File: config.mk
export PLATFORM = sky130hd
export DESIGN_NAME = evstat_wb_poller_flat
export DESIGN_NICKNAME = d
export VERILOG_FILES = /design/src/rtl/evstat_wb_poller_if.sv /design/src/rtl/evstat_wb_poller.sv /design/src/flat_wrapper.sv
export SDC_FILE = /design/constraint.sdc
export NUM_CORES = 1
export LEC_CHECK = 0
export ABC_AREA = 1
export CAP_MARGIN = 25
export CORE_ASPECT_RATIO = 1.1
export CORE_UTILIZATION = 44
export CTS_BUF_LIST = sky130_fd_sc_hd__clkbuf_2 sky130_fd_sc_hd__clkbuf_4 sky130_fd_sc_hd__clkbuf_8
export DETAILED_ROUTE_END_ITERATION = 10
export GPL_ROUTABILITY_DRIVEN = 0
export PLACE_DENSITY_LB_ADDON = 0.2
export SYNTH_ARGS = -nofsm -noshare
export SYNTH_HDL_FRONTEND = slang
export SYNTH_SLANG_ARGS = --single-unit
File: constraint.sdc
create_clock -name clk_i -period 5.6 [get_ports clk_i]
set_clock_uncertainty 0.2 [all_clocks]
set_input_delay 1.12 -clock clk_i [delete_from_list [all_inputs] [get_ports clk_i]]
set_output_delay 1.12 -clock clk_i [all_outputs]
set_load 0.02 [all_outputs]
File: src/rtl/evstat_wb_poller_if.sv
// -----------------------------------------------------------------------------
// evstat_wb_poller_if
//
// Wishbone bus bundle between the event-statistics poller (master) and the
// statistics register slaves: 8-bit data, 16-bit address, single-byte reads.
// Signal names are kept from the master's point of view so that the poller's
// original port names survive the move into an interface.
//
// Signals:
//   cyc_o  - bus cycle            (master -> slave)
//   stb_o  - strobe               (master -> slave)
//   wr_o   - write enable, always 0 from the poller
//   adr_o  - 16-bit address       (master -> slave)
//   dat_o  - write data, always 0 from the poller
//   dat_i  - read data            (slave -> master)
//   ack_i  - acknowledge          (slave -> master)
//   err_i  - error                (slave -> master)
//   rty_i  - retry                (slave -> master)
// -----------------------------------------------------------------------------
interface evstat_wb_poller_if;
    logic        cyc_o;
    logic        stb_o;
    logic        wr_o;
    logic [15:0] adr_o;
    logic [7:0]  dat_o;
    logic [7:0]  dat_i;
    logic        ack_i;
    logic        err_i;
    logic        rty_i;

    modport master (
        output cyc_o, stb_o, wr_o, adr_o, dat_o,
        input  dat_i, ack_i, err_i, rty_i
    );

    modport slave (
        input  cyc_o, stb_o, wr_o, adr_o, dat_o,
        output dat_i, ack_i, err_i, rty_i
    );
endinterface

File: src/rtl/evstat_wb_poller.sv
// -----------------------------------------------------------------------------
// evstat_wb_poller
//
// Wishbone master that sweeps the event-readout statistics window once per
// start request (single-byte reads from BASE_ADR .. BASE_ADR+NUM_REGS-1) and
// streams the bytes out as one framed record on a valid/ready byte stream.
// Only one bus access is outstanding at a time and the next read is issued
// only after the previous byte is accepted, so stream backpressure stalls the
// bus instead of dropping data. Failed reads still produce a byte:
// err -> 8'hEE, retries exhausted -> 8'hEE, no response -> 8'hFF.
//
// Build option:
//   EVSTAT_SEQ_HEADER_EN - when defined, every record is prefixed by an 8-bit
//                          wrapping sequence number (NUM_REGS+1 bytes total).
//                          Undefined: no header, no sequence counter.
//
// Parameters:
//   BASE_ADR  - first register address read
//   NUM_REGS  - number of consecutive bytes read (1..32)
//   TIMEOUT   - strobed cycles without response before giving up (1..255)
//   MAX_RETRY - re-issues allowed on rty per address
//
// Ports:
//   clk_i        - clock (bus and stream)
//   rst_n_i      - asynchronous active-low reset
//   start_i      - one-cycle sweep request
//   wb           - wishbone master side (evstat_wb_poller_if.master)
//   rec_dat_o    - record byte
//   rec_valid_o  - record byte valid
//   rec_ready_i  - downstream accepts the byte
//   rec_last_o   - current byte is the last of the record
//   busy_o       - sweep in progress
//   done_o       - one-cycle pulse when the sweep completes
//   status_o     - sticky {overrun, retry_exhausted, timeout, bus_err},
//                  cleared by an accepted start
// -----------------------------------------------------------------------------
module evstat_wb_poller #(
    parameter logic [15:0] BASE_ADR  = 16'h0080,
    parameter int unsigned NUM_REGS  = 16,
    parameter int unsigned TIMEOUT   = 255,
    parameter int unsigned MAX_RETRY = 3
) (
    input  logic               clk_i,
    input  logic               rst_n_i,
    input  logic               start_i,
    evstat_wb_poller_if.master wb,
    output logic [7:0]         rec_dat_o,
    output logic               rec_valid_o,
    input  logic               rec_ready_i,
    output logic               rec_last_o,
    output logic               busy_o,
    output logic               done_o,
    output logic [3:0]         status_o
);

    localparam logic [2:0] IDLE = 3'd0;
`ifdef EVSTAT_SEQ_HEADER_EN
    localparam logic [2:0] HDR  = 3'd1;
`endif
    localparam logic [2:0] REQ  = 3'd2;
    localparam logic [2:0] OUT  = 3'd3;
    localparam logic [2:0] DONE = 3'd4;

    localparam logic [5:0] LAST_IDX  = 6'(NUM_REGS - 1);
    localparam logic [7:0] TIMEOUT_C = 8'(TIMEOUT);
    localparam logic [7:0] RETRY_C   = 8'(MAX_RETRY);

    // status_o bit positions
    localparam int unsigned ST_BUS_ERR = 0;
    localparam int unsigned ST_TMO     = 1;
    localparam int unsigned ST_RTX     = 2;
    localparam int unsigned ST_OVR     = 3;

    logic [2:0]  state;
    logic [5:0]  idx;
    logic [7:0]  retry_cnt;
    logic [7:0]  tmo_cnt;
`ifdef EVSTAT_SEQ_HEADER_EN
    logic [7:0]  seq;
`endif

    logic        is_last;
    logic [15:0] next_adr;
    logic        resp_done;
    logic [7:0]  resp_byte;
    logic        set_err;
    logic        set_rtx;
    logic        set_tmo;
    logic        reissue;

    assign wb.wr_o  = 1'b0;
    assign wb.dat_o = '0;

    assign is_last  = (idx == LAST_IDX);
    assign next_adr = BASE_ADR + {10'd0, 6'(idx + 6'd1)};

    // Outcome of the strobed cycle being sampled on this edge.
    // Priority ack > err > rty > timeout.
    always_comb begin
        resp_done = 1'b0;
        resp_byte = wb.dat_i;
        set_err   = 1'b0;
        set_rtx   = 1'b0;
        set_tmo   = 1'b0;
        reissue   = 1'b0;
        if (state == REQ && wb.stb_o) begin
            if (wb.ack_i) begin
                resp_done = 1'b1;
            end else if (wb.err_i) begin
                resp_done = 1'b1;
                resp_byte = 8'hEE;
                set_err   = 1'b1;
            end else if (wb.rty_i) begin
                if (retry_cnt == RETRY_C) begin
                    resp_done = 1'b1;
                    resp_byte = 8'hEE;
                    set_rtx   = 1'b1;
                end else begin
                    reissue = 1'b1;
                end
            end else if (8'(tmo_cnt + 8'd1) == TIMEOUT_C) begin
                resp_done = 1'b1;
                resp_byte = 8'hFF;
                set_tmo   = 1'b1;
            end
        end
    end

    always_ff @(posedge clk_i or negedge rst_n_i) begin
        if (!rst_n_i) begin
            state       <= IDLE;
            idx         <= '0;
            retry_cnt   <= '0;
            tmo_cnt     <= '0;
`ifdef EVSTAT_SEQ_HEADER_EN
            seq         <= '0;
`endif
            wb.cyc_o    <= 1'b0;
            wb.stb_o    <= 1'b0;
            wb.adr_o    <= '0;
            rec_dat_o   <= '0;
            rec_valid_o <= 1'b0;
            rec_last_o  <= 1'b0;
            busy_o      <= 1'b0;
            done_o      <= 1'b0;
            status_o    <= '0;
        end else begin
            done_o <= 1'b0;

            if (start_i && busy_o) begin
                status_o[ST_OVR] <= 1'b1;
            end

            case (state)
                // DONE already has busy_o low, so a start landing on the
                // done cycle is treated exactly like one arriving in IDLE.
                IDLE, DONE: begin
                    state <= IDLE;
                    if (start_i) begin
                        status_o  <= '0;
                        idx       <= '0;
                        retry_cnt <= '0;
                        tmo_cnt   <= '0;
                        busy_o    <= 1'b1;
                        wb.adr_o  <= BASE_ADR;
`ifdef EVSTAT_SEQ_HEADER_EN
                        rec_dat_o   <= seq;
                        rec_valid_o <= 1'b1;
                        rec_last_o  <= 1'b0;
                        state       <= HDR;
`else
                        wb.cyc_o <= 1'b1;
                        wb.stb_o <= 1'b1;
                        state    <= REQ;
`endif
                    end
                end

`ifdef EVSTAT_SEQ_HEADER_EN
                HDR: begin
                    if (rec_ready_i) begin
                        rec_valid_o <= 1'b0;
                        seq         <= seq + 8'd1;
                        wb.cyc_o    <= 1'b1;
                        wb.stb_o    <= 1'b1;
                        state       <= REQ;
                    end
                end
`endif

                REQ: begin
                    if (!wb.stb_o) begin
                        // idle cycle after a retry: re-issue the same address
                        wb.cyc_o <= 1'b1;
                        wb.stb_o <= 1'b1;
                    end else if (resp_done) begin
                        wb.cyc_o    <= 1'b0;
                        wb.stb_o    <= 1'b0;
                        rec_dat_o   <= resp_byte;
                        rec_valid_o <= 1'b1;
                        rec_last_o  <= is_last;
                        if (set_err) status_o[ST_BUS_ERR] <= 1'b1;
                        if (set_rtx) status_o[ST_RTX]     <= 1'b1;
                        if (set_tmo) status_o[ST_TMO]     <= 1'b1;
                        state <= OUT;
                    end else if (reissue) begin
                        wb.cyc_o  <= 1'b0;
                        wb.stb_o  <= 1'b0;
                        retry_cnt <= retry_cnt + 8'd1;
                    end else begin
                        tmo_cnt <= tmo_cnt + 8'd1;
                    end
                end

                OUT: begin
                    if (rec_ready_i) begin
                        rec_valid_o <= 1'b0;
                        rec_last_o  <= 1'b0;
                        if (is_last) begin
                            done_o <= 1'b1;
                            busy_o <= 1'b0;
                            state  <= DONE;
                        end else begin
                            idx       <= 6'(idx + 6'd1);
                            retry_cnt <= '0;
                            tmo_cnt   <= '0;
                            wb.adr_o  <= next_adr;
                            wb.cyc_o  <= 1'b1;
                            wb.stb_o  <= 1'b1;
                            state     <= REQ;
                        end
                    end
                end

                default: state <= IDLE;
            endcase
        end
    end

endmodule

File: src/flat_wrapper.sv
// flat-port wrapper written by rule: the top's interface ports become plain ports
module evstat_wb_poller_flat 
#(
    parameter logic [15:0] BASE_ADR  = 16'h0080,
    parameter int unsigned NUM_REGS  = 16,
    parameter int unsigned TIMEOUT   = 255,
    parameter int unsigned MAX_RETRY = 3
)
  (clk_i, rst_n_i, start_i, rec_dat_o, rec_valid_o, rec_ready_i, rec_last_o, busy_o, done_o, status_o, wb_cyc_o, wb_stb_o, wb_wr_o, wb_adr_o, wb_dat_o, wb_dat_i, wb_ack_i, wb_err_i, wb_rty_i);
  evstat_wb_poller_if wb_i ();
  input  logic clk_i;
  input  logic rst_n_i;
  input  logic start_i;
  output logic [7:0] rec_dat_o;
  output logic rec_valid_o;
  input  logic rec_ready_i;
  output logic rec_last_o;
  output logic busy_o;
  output logic done_o;
  output logic [3:0] status_o;
  output wire logic [$bits(wb_i.cyc_o)-1:0] wb_cyc_o;
  output wire logic [$bits(wb_i.stb_o)-1:0] wb_stb_o;
  output wire logic [$bits(wb_i.wr_o)-1:0] wb_wr_o;
  output wire logic [$bits(wb_i.adr_o)-1:0] wb_adr_o;
  output wire logic [$bits(wb_i.dat_o)-1:0] wb_dat_o;
  input wire logic [$bits(wb_i.dat_i)-1:0] wb_dat_i;
  input wire logic [$bits(wb_i.ack_i)-1:0] wb_ack_i;
  input wire logic [$bits(wb_i.err_i)-1:0] wb_err_i;
  input wire logic [$bits(wb_i.rty_i)-1:0] wb_rty_i;
  assign wb_cyc_o = wb_i.cyc_o;
  assign wb_stb_o = wb_i.stb_o;
  assign wb_wr_o = wb_i.wr_o;
  assign wb_adr_o = wb_i.adr_o;
  assign wb_dat_o = wb_i.dat_o;
  assign wb_i.dat_i = wb_dat_i;
  assign wb_i.ack_i = wb_ack_i;
  assign wb_i.err_i = wb_err_i;
  assign wb_i.rty_i = wb_rty_i;
  evstat_wb_poller #(.BASE_ADR(BASE_ADR), .NUM_REGS(NUM_REGS), .TIMEOUT(TIMEOUT), .MAX_RETRY(MAX_RETRY)) u_core (.clk_i(clk_i), .rst_n_i(rst_n_i), .start_i(start_i), .wb(wb_i), .rec_dat_o(rec_dat_o), .rec_valid_o(rec_valid_o), .rec_ready_i(rec_ready_i), .rec_last_o(rec_last_o), .busy_o(busy_o), .done_o(done_o), .status_o(status_o));
endmodule
==> results of run 1 <==
-- routing by layer --
metal  part of all wire, %  global-route usage, %  wire, um
met1                    48                   25.6      2410
met2                    47                   30.0      2400
met3                   4.5                   4.42       226
met4                  0.49                   5.09        25
met5                     0                      0         0
-- power by group through the flow --
stage	logic (uW)	clock network [uW]	registers [uW]
after detailed placement	695	0	509
after global placement	676	0	509
after floorplan	450	0	571
after CTS	697	253	505
after global routing	774	265	518
final	693	246	505
-- registers in the layout, indices dropped and copies added (netlist names) --
| signal | flops |
|---|---|
| u_core.rec_valid_o | 1 |
| u_core.status_o | 4 |
| u_core.rec_dat_o | 8 |
| u_core.rec_last_o | 1 |
| u_core.busy_o | 1 |
| u_core.wb.cyc_o | 1 |
| u_core.state | 3 |
| u_core.wb.adr_o | 2 |
| u_core.retry_cnt | 8 |
| u_core.idx | 5 |
| u_core.done_o | 1 |
| u_core.wb.stb_o | 1 |
| u_core.tmo_cnt | 8 |
-- cell usage in the layout, fill, tap and decap left out, drive strengths merged, types with 2 or more instances in the layout --
master	synthesis	layout
clkdlybuf4s50	0	38
inv	36	36
buf	23	2
nor3	5	5
nor2	52	52
nand4	14	14
conb	1	18
xor2	7	7
dfrtp	44	44
o21ai	16	16
o31ai	2	2
nand2	79	79
clkbuf	1	5
or2	2	2
ha	4	4
a21oi	15	15
o21bai	3	3
nand3	13	13
-- final cells by class --
class / instances / share of cell area [%]
clock buffers: 5 / 2.26
clock inverters: 3 / 1.40
inverters: 36 / 4.53
multi-input cells: 234 / 39.2
flip-flops and latches: 44 / 36.2
well taps: 75 / 3.09
repair buffers: 40 / 13.3
-- critical path, delay by kind of cell --
kind	cells	cell delay [ns]
simple gates	6	1.36
buf+inv	1	0.43
compound gates	1	0.07
-- through the flow --
stage	instance area [sq um]	hold WS, ns	std cells	utilization (%)	setup slack [ns]
2_1_floorplan	2630	0.264	338	-	3.14
3_3_place_gp	2910	0.254	428	52.9	2.38
3_5_place_dp	2910	0.257	428	52.9	2.35
4_1_cts	3020	0.283	436	54.9	2.68
5_1_grt	3040	0.305	437	55.3	2.45
6_report	3040	0.279	437	55.3	2.64
-- logic make-up after synthesis --
kind of cell | count (synthesis) | share of synthesized area [%]
AO/OA/AOI/OAI | 37 | 9.43
XOR/XNOR | 7 | 2.39
adder cells (fa/ha/maj) | 4 | 1.95
buffers and inverters | 60 | 13.0
flip-flops | 44 | 43.0
other | 1 | 0.146
AND/OR/NAND/NOR | 168 | 30.1
-- worst max path at each step --
stage | end | slack, ns | cells after the start
floorplan | u_core.retry_cnt[3] | 3.14 | 10
CTS | u_core.retry_cnt[1] | 2.68 | 8
global route | u_core.retry_cnt[0] | 2.45 | 8
finish | u_core.retry_cnt[0] | 2.64 | 8
detailed placement | u_core.retry_cnt[0] | 2.35 | 8
global placement | u_core.retry_cnt[0] | 2.38 | 8
==> run metrics, run 1 <==
status=complete, no violations; CP Launch Type=input pin; Setup-failing EPs final=0; Worst R2R Start=u_core.tmo_cnt[1]; unrepaired setup endpoints after global routing=no; Period Utilization, post-route=a little over half; die area=6130 sq um; clock group share of total power=between 10% and 20%; FF+latch count, synth=44; crit path time final=2.96 ns; Worst Reg-to-Reg Cells=12; Fillers=535; largest net degree at the start of global routing=45; Yosys Warn Count=0; CTS Buf Count=5; Worst VDD drop=~0.27 mV; Synth top area share=a little over two fifths; CTS Hold Bufs=0; Hold WC Path Type=reg2reg; ANT nets after route=0; Crit Reg-Reg Endpoint=u_core.tmo_cnt[5]; Worst R2R Setup Slack=3.33 ns; critical path cell sequence=clkdlybuf4s50_1 > or2_2 > nor2_2 > nand3_1 > nand2_1 > and2_4 > nand3_1 > o21ai_2; hold_sp=u_core.wb.adr_o[7]; leakage=0.00143 uW; Slowest Stage Delay on Critical Path=roughly 0.43 ns; initial antenna violation count=0; part of the power in registers=about a third; crit path kind=in2reg; H-Tree Depth=2; Skew-Pair Late Insertion Delay=between 0.2 and 0.3 ns; ANT cells=0; area of the multi-input gates=1190 sq um; chip width=74.7 um; layout cells sized above 1=11.0%; drt initial violations=146; Primary FF master, synth=dfrtp_1; maxcap violations=0; Post-synth EDFFs=0; CP Max Fanout=16; Gate power share=48.0%; Sw Ratio=43.9%; P_int=810 uW; Critical Path Slowest Stage Cell=clkdlybuf4s50_1; Hold Vio Cnt, Final=0; Rows=28; first-pass iteration count of the detailed router=4; pins over their slew limit=0; Layout area overhead=18.7%; Post-Route Setup TNS=0 ns; Overflow after GRT=0; largest cells by area after synthesis=dfrtp_1, nand2_1, nor2_1, buf_4, inv_1; Worst Path Arrival=2.99 ns; Yosys cell types=35; Design Power=around 1400 uW; hold path depth=1; Total GRT Usage=18.9%; largest area contributor in the netlist=dfrtp_1; Crit. Startpoint=wb_err_i; clock sink count=44; final wirelength=5070 um; Critical Path RT=5.63 ns; Post-synth top cells=nand2_1, nor2_1, dfrtp_1; number of global-route vias before repair=1930; switching power=633 uW; Mapped Area=2560 sq um; FFs w/ async S/R, synth=100%; CTS max path bufs=2; first-pass GRT wire length=8900 um; Residual DRC=0; post-DR wirelength/cell=roughly 12 um; dominant cell by count in the synthesized netlist=nand2_1; Die Y-Extent=82.0 um; fin nets=380; Starting Density=46.6%; Worst Hold End=u_core.wb.adr_o[7]; clock slew at reported path FFs=0.09 ns; Reg area=roughly 1100 sq um; HPWL after detailed placement=3710 um; CTS tree=built; Crit. End Element=flip-flop; Port Buf Inserts=39; Gate Count Post-Synth=321; Avg Inst Size Synth=7.98 sq um; I/O pin cnt=58; register area share after synthesis=between 40% and 50%; routed vias/inst=4.73; PD cells=475 nW/um^2; clk root buf=clkbuf_8; fmax=~340 MHz; most frequent CP cell=nand3_1; post-CTS setup buffers=0; post_cts resized=0; Core Footprint=about 5500 sq um; DR vias=2066
No activity file was read; power rests on OpenSTA's default activity.
==> run 2: changes to the inputs <==
- clock period: 5.6 -> 3.1 ns (I/O delays scaled with it)
==> run 2 against run 1 <==
Against the previous run: sequential cell count stayed put; hold slack worse by 0.23 ns; combinational power is 80% higher; critical path type unchanged.
==> run metrics, run 2 (synthesis results as in run 1) <==
status=complete, no violations; CTS max path bufs=2 (unchanged); crit path kind=in2reg; pins over their slew limit=0 (unchanged); commonest non-fill, non-tap cell in the layout=nand2_1; Core Footprint=5500 sq um (unchanged); CTS Buf Count=5 (unchanged); chip width=74.7 um (unchanged); post-DR wirelength/cell=11.3 um (-2.2%); Crit. End Element=flip-flop; critical path cell sequence=clkdlybuf4s50_1 > or2_2 > nor2_1 > nand2_2 > nand2_4 > nand3_1 > nand2_1 > nand2_1; initial antenna violation count=0 (unchanged); drt initial violations=103 (-29%); Period Utilization, post-route=74.0%; Starting Density=46.6% (unchanged); PD cells=840 nW/um^2 (+77%); post-CTS setup buffers=0 (unchanged); area of the multi-input gates=1190 sq um (unchanged); crit path time final=2.29 ns; met2 usage=30.3% (+0.27 points); Total GRT Usage=18.1% (-0.80 points); first-pass iteration count of the detailed router=4 (unchanged); Overflow after GRT=0 (unchanged); H-Tree Depth=2 (unchanged); Buf/Inv on CP=1 (unchanged); Fillers=548 (+2.4%); number of global-route vias before repair=1905 (-1.3%); CP Launch Type=input pin; post_cts resized=0 (unchanged); most frequent CP cell=nand2_1; Slowest Stage Delay on Critical Path=0.45 ns (+0.02 ns); Skew-Pair Late Insertion Delay=0.29 ns (about the same); routed vias/inst=4.81 (+1.7%); maxcap violations=0 (unchanged); GRT met1 Usage=23.2% (-2.5 points); fmax=436 MHz; CTS tree=built; Worst Path Arrival=2.28 ns (-0.71 ns); Hold WC Path Type=in2async; largest net degree at the start of global routing=45 (unchanged); Critical Path RT=3.09 ns (-2.54 ns); Die Y-Extent=82.0 um (unchanged); Most Crowded Layer GR=met2; first-pass GRT wire length=8490 um (-4.6%); leakage=0.00144 uW (about the same); Hold Vio Cnt, Final=0 (unchanged); Top delay family on crit path=simple AND/OR/NAND/NOR gates; die area=6130 sq um (unchanged); CP Max Fanout=18 (+2); clock slew at reported path FFs=0.08 ns (about the same); CTS Hold Bufs=0 (unchanged); DR vias=2101 (+1.7%); ANT nets after route=0 (unchanged); final wirelength=4960 um (-2.2%); Residual DRC=0 (unchanged); clk root buf=clkbuf_8; met3 usage=4.54% (+0.12 points); I/O pin cnt=58 (unchanged); Layout area overhead=18.4%; ANT cells=0 (unchanged); layout cells sized above 1=11.0% (unchanged); unrepaired setup endpoints after global routing=no; Port Buf Inserts=39 (unchanged); Layout Utilization=55.1% (-0.14 points); Largest regs=u_core.rec_dat_o x8, u_core.retry_cnt x8, u_core.tmo_cnt x8; HPWL after detailed placement=3670 um (-1.1%); Worst VDD drop=0.405 mV (+51%); fin nets=381 (+0.26%); Setup-failing EPs final=0 (unchanged); Rows=28 (unchanged); commonest non-fill, non-tap cells in the layout=nand2_1, nor2_1, dfrtp_1, clkdlybuf4s50_1, inv_1; clock sink count=44 (unchanged); Post-Route Setup TNS=0 ns (unchanged); Reg area=1100 sq um (unchanged); Critical Path Slowest Stage Cell=clkdlybuf4s50_1
## run 2: cell count changes in the layout (fill, tap and decap cells not counted)
cell,delta
buf_4,+1
clkinvlp_4,-1
clkinv_2,-1
bufinv_16,-1
clkbuf_8,+2
## run 2: path summary, 6_finish.rpt
check                                           end  slack (ns)               start  cells after the start
worst max-delay path              u_core.tmo_cnt[3]        0.81            wb_ack_i                      8
worst min register to register   u_core.wb.adr_o[7]        0.27  u_core.wb.adr_o[7]                      1
worst max register to register    u_core.tmo_cnt[3]        0.87   u_core.tmo_cnt[0]                     12
worst min-delay path            u_core.retry_cnt[2]        0.04             rst_n_i                      1
max in group asynchronous       u_core.rec_dat_o[0]        2.17             rst_n_i                      2
min in group clk_i               u_core.wb.adr_o[7]        0.27  u_core.wb.adr_o[7]                      1
## run 2: per-stage QoR
step	worst slack, ns	power [uW]	area [sq um]	instances	hold slack (ns)
after global routing	0.581	2750	3030	437	0.0583
after detailed placement	0.479	2180	2920	429	0.257
after floorplan	0.996	1850	2630	338	0.124
after CTS	0.796	2570	3010	436	0.276
after global placement	0.513	2150	2920	429	0.253
final	0.806	2550	3030	437	0.0448
## run 2: metal layers
layer | part of all wire [%] | routed length, um
met2 | 48 | 2370
met4 | 0.75 | 37
met5 | 0 | 0
met3 | 4.4 | 220
met1 | 47 | 2330
## run 2: report_power, final
group	internal [uW]	switching [uW]
logic	474	771
clock network	199	194
registers	753	157
total	1430	1120
## run 2: layout make-up
cell class / count / share of cell area [%]
Clock buffer: 7 / 3.18
Sequential cell: 44 / 36.3
Multi-Input combinational cell: 234 / 39.3
Timing Repair Buffer: 41 / 13.6
Tap cell: 75 / 3.09
Inverter: 36 / 4.54
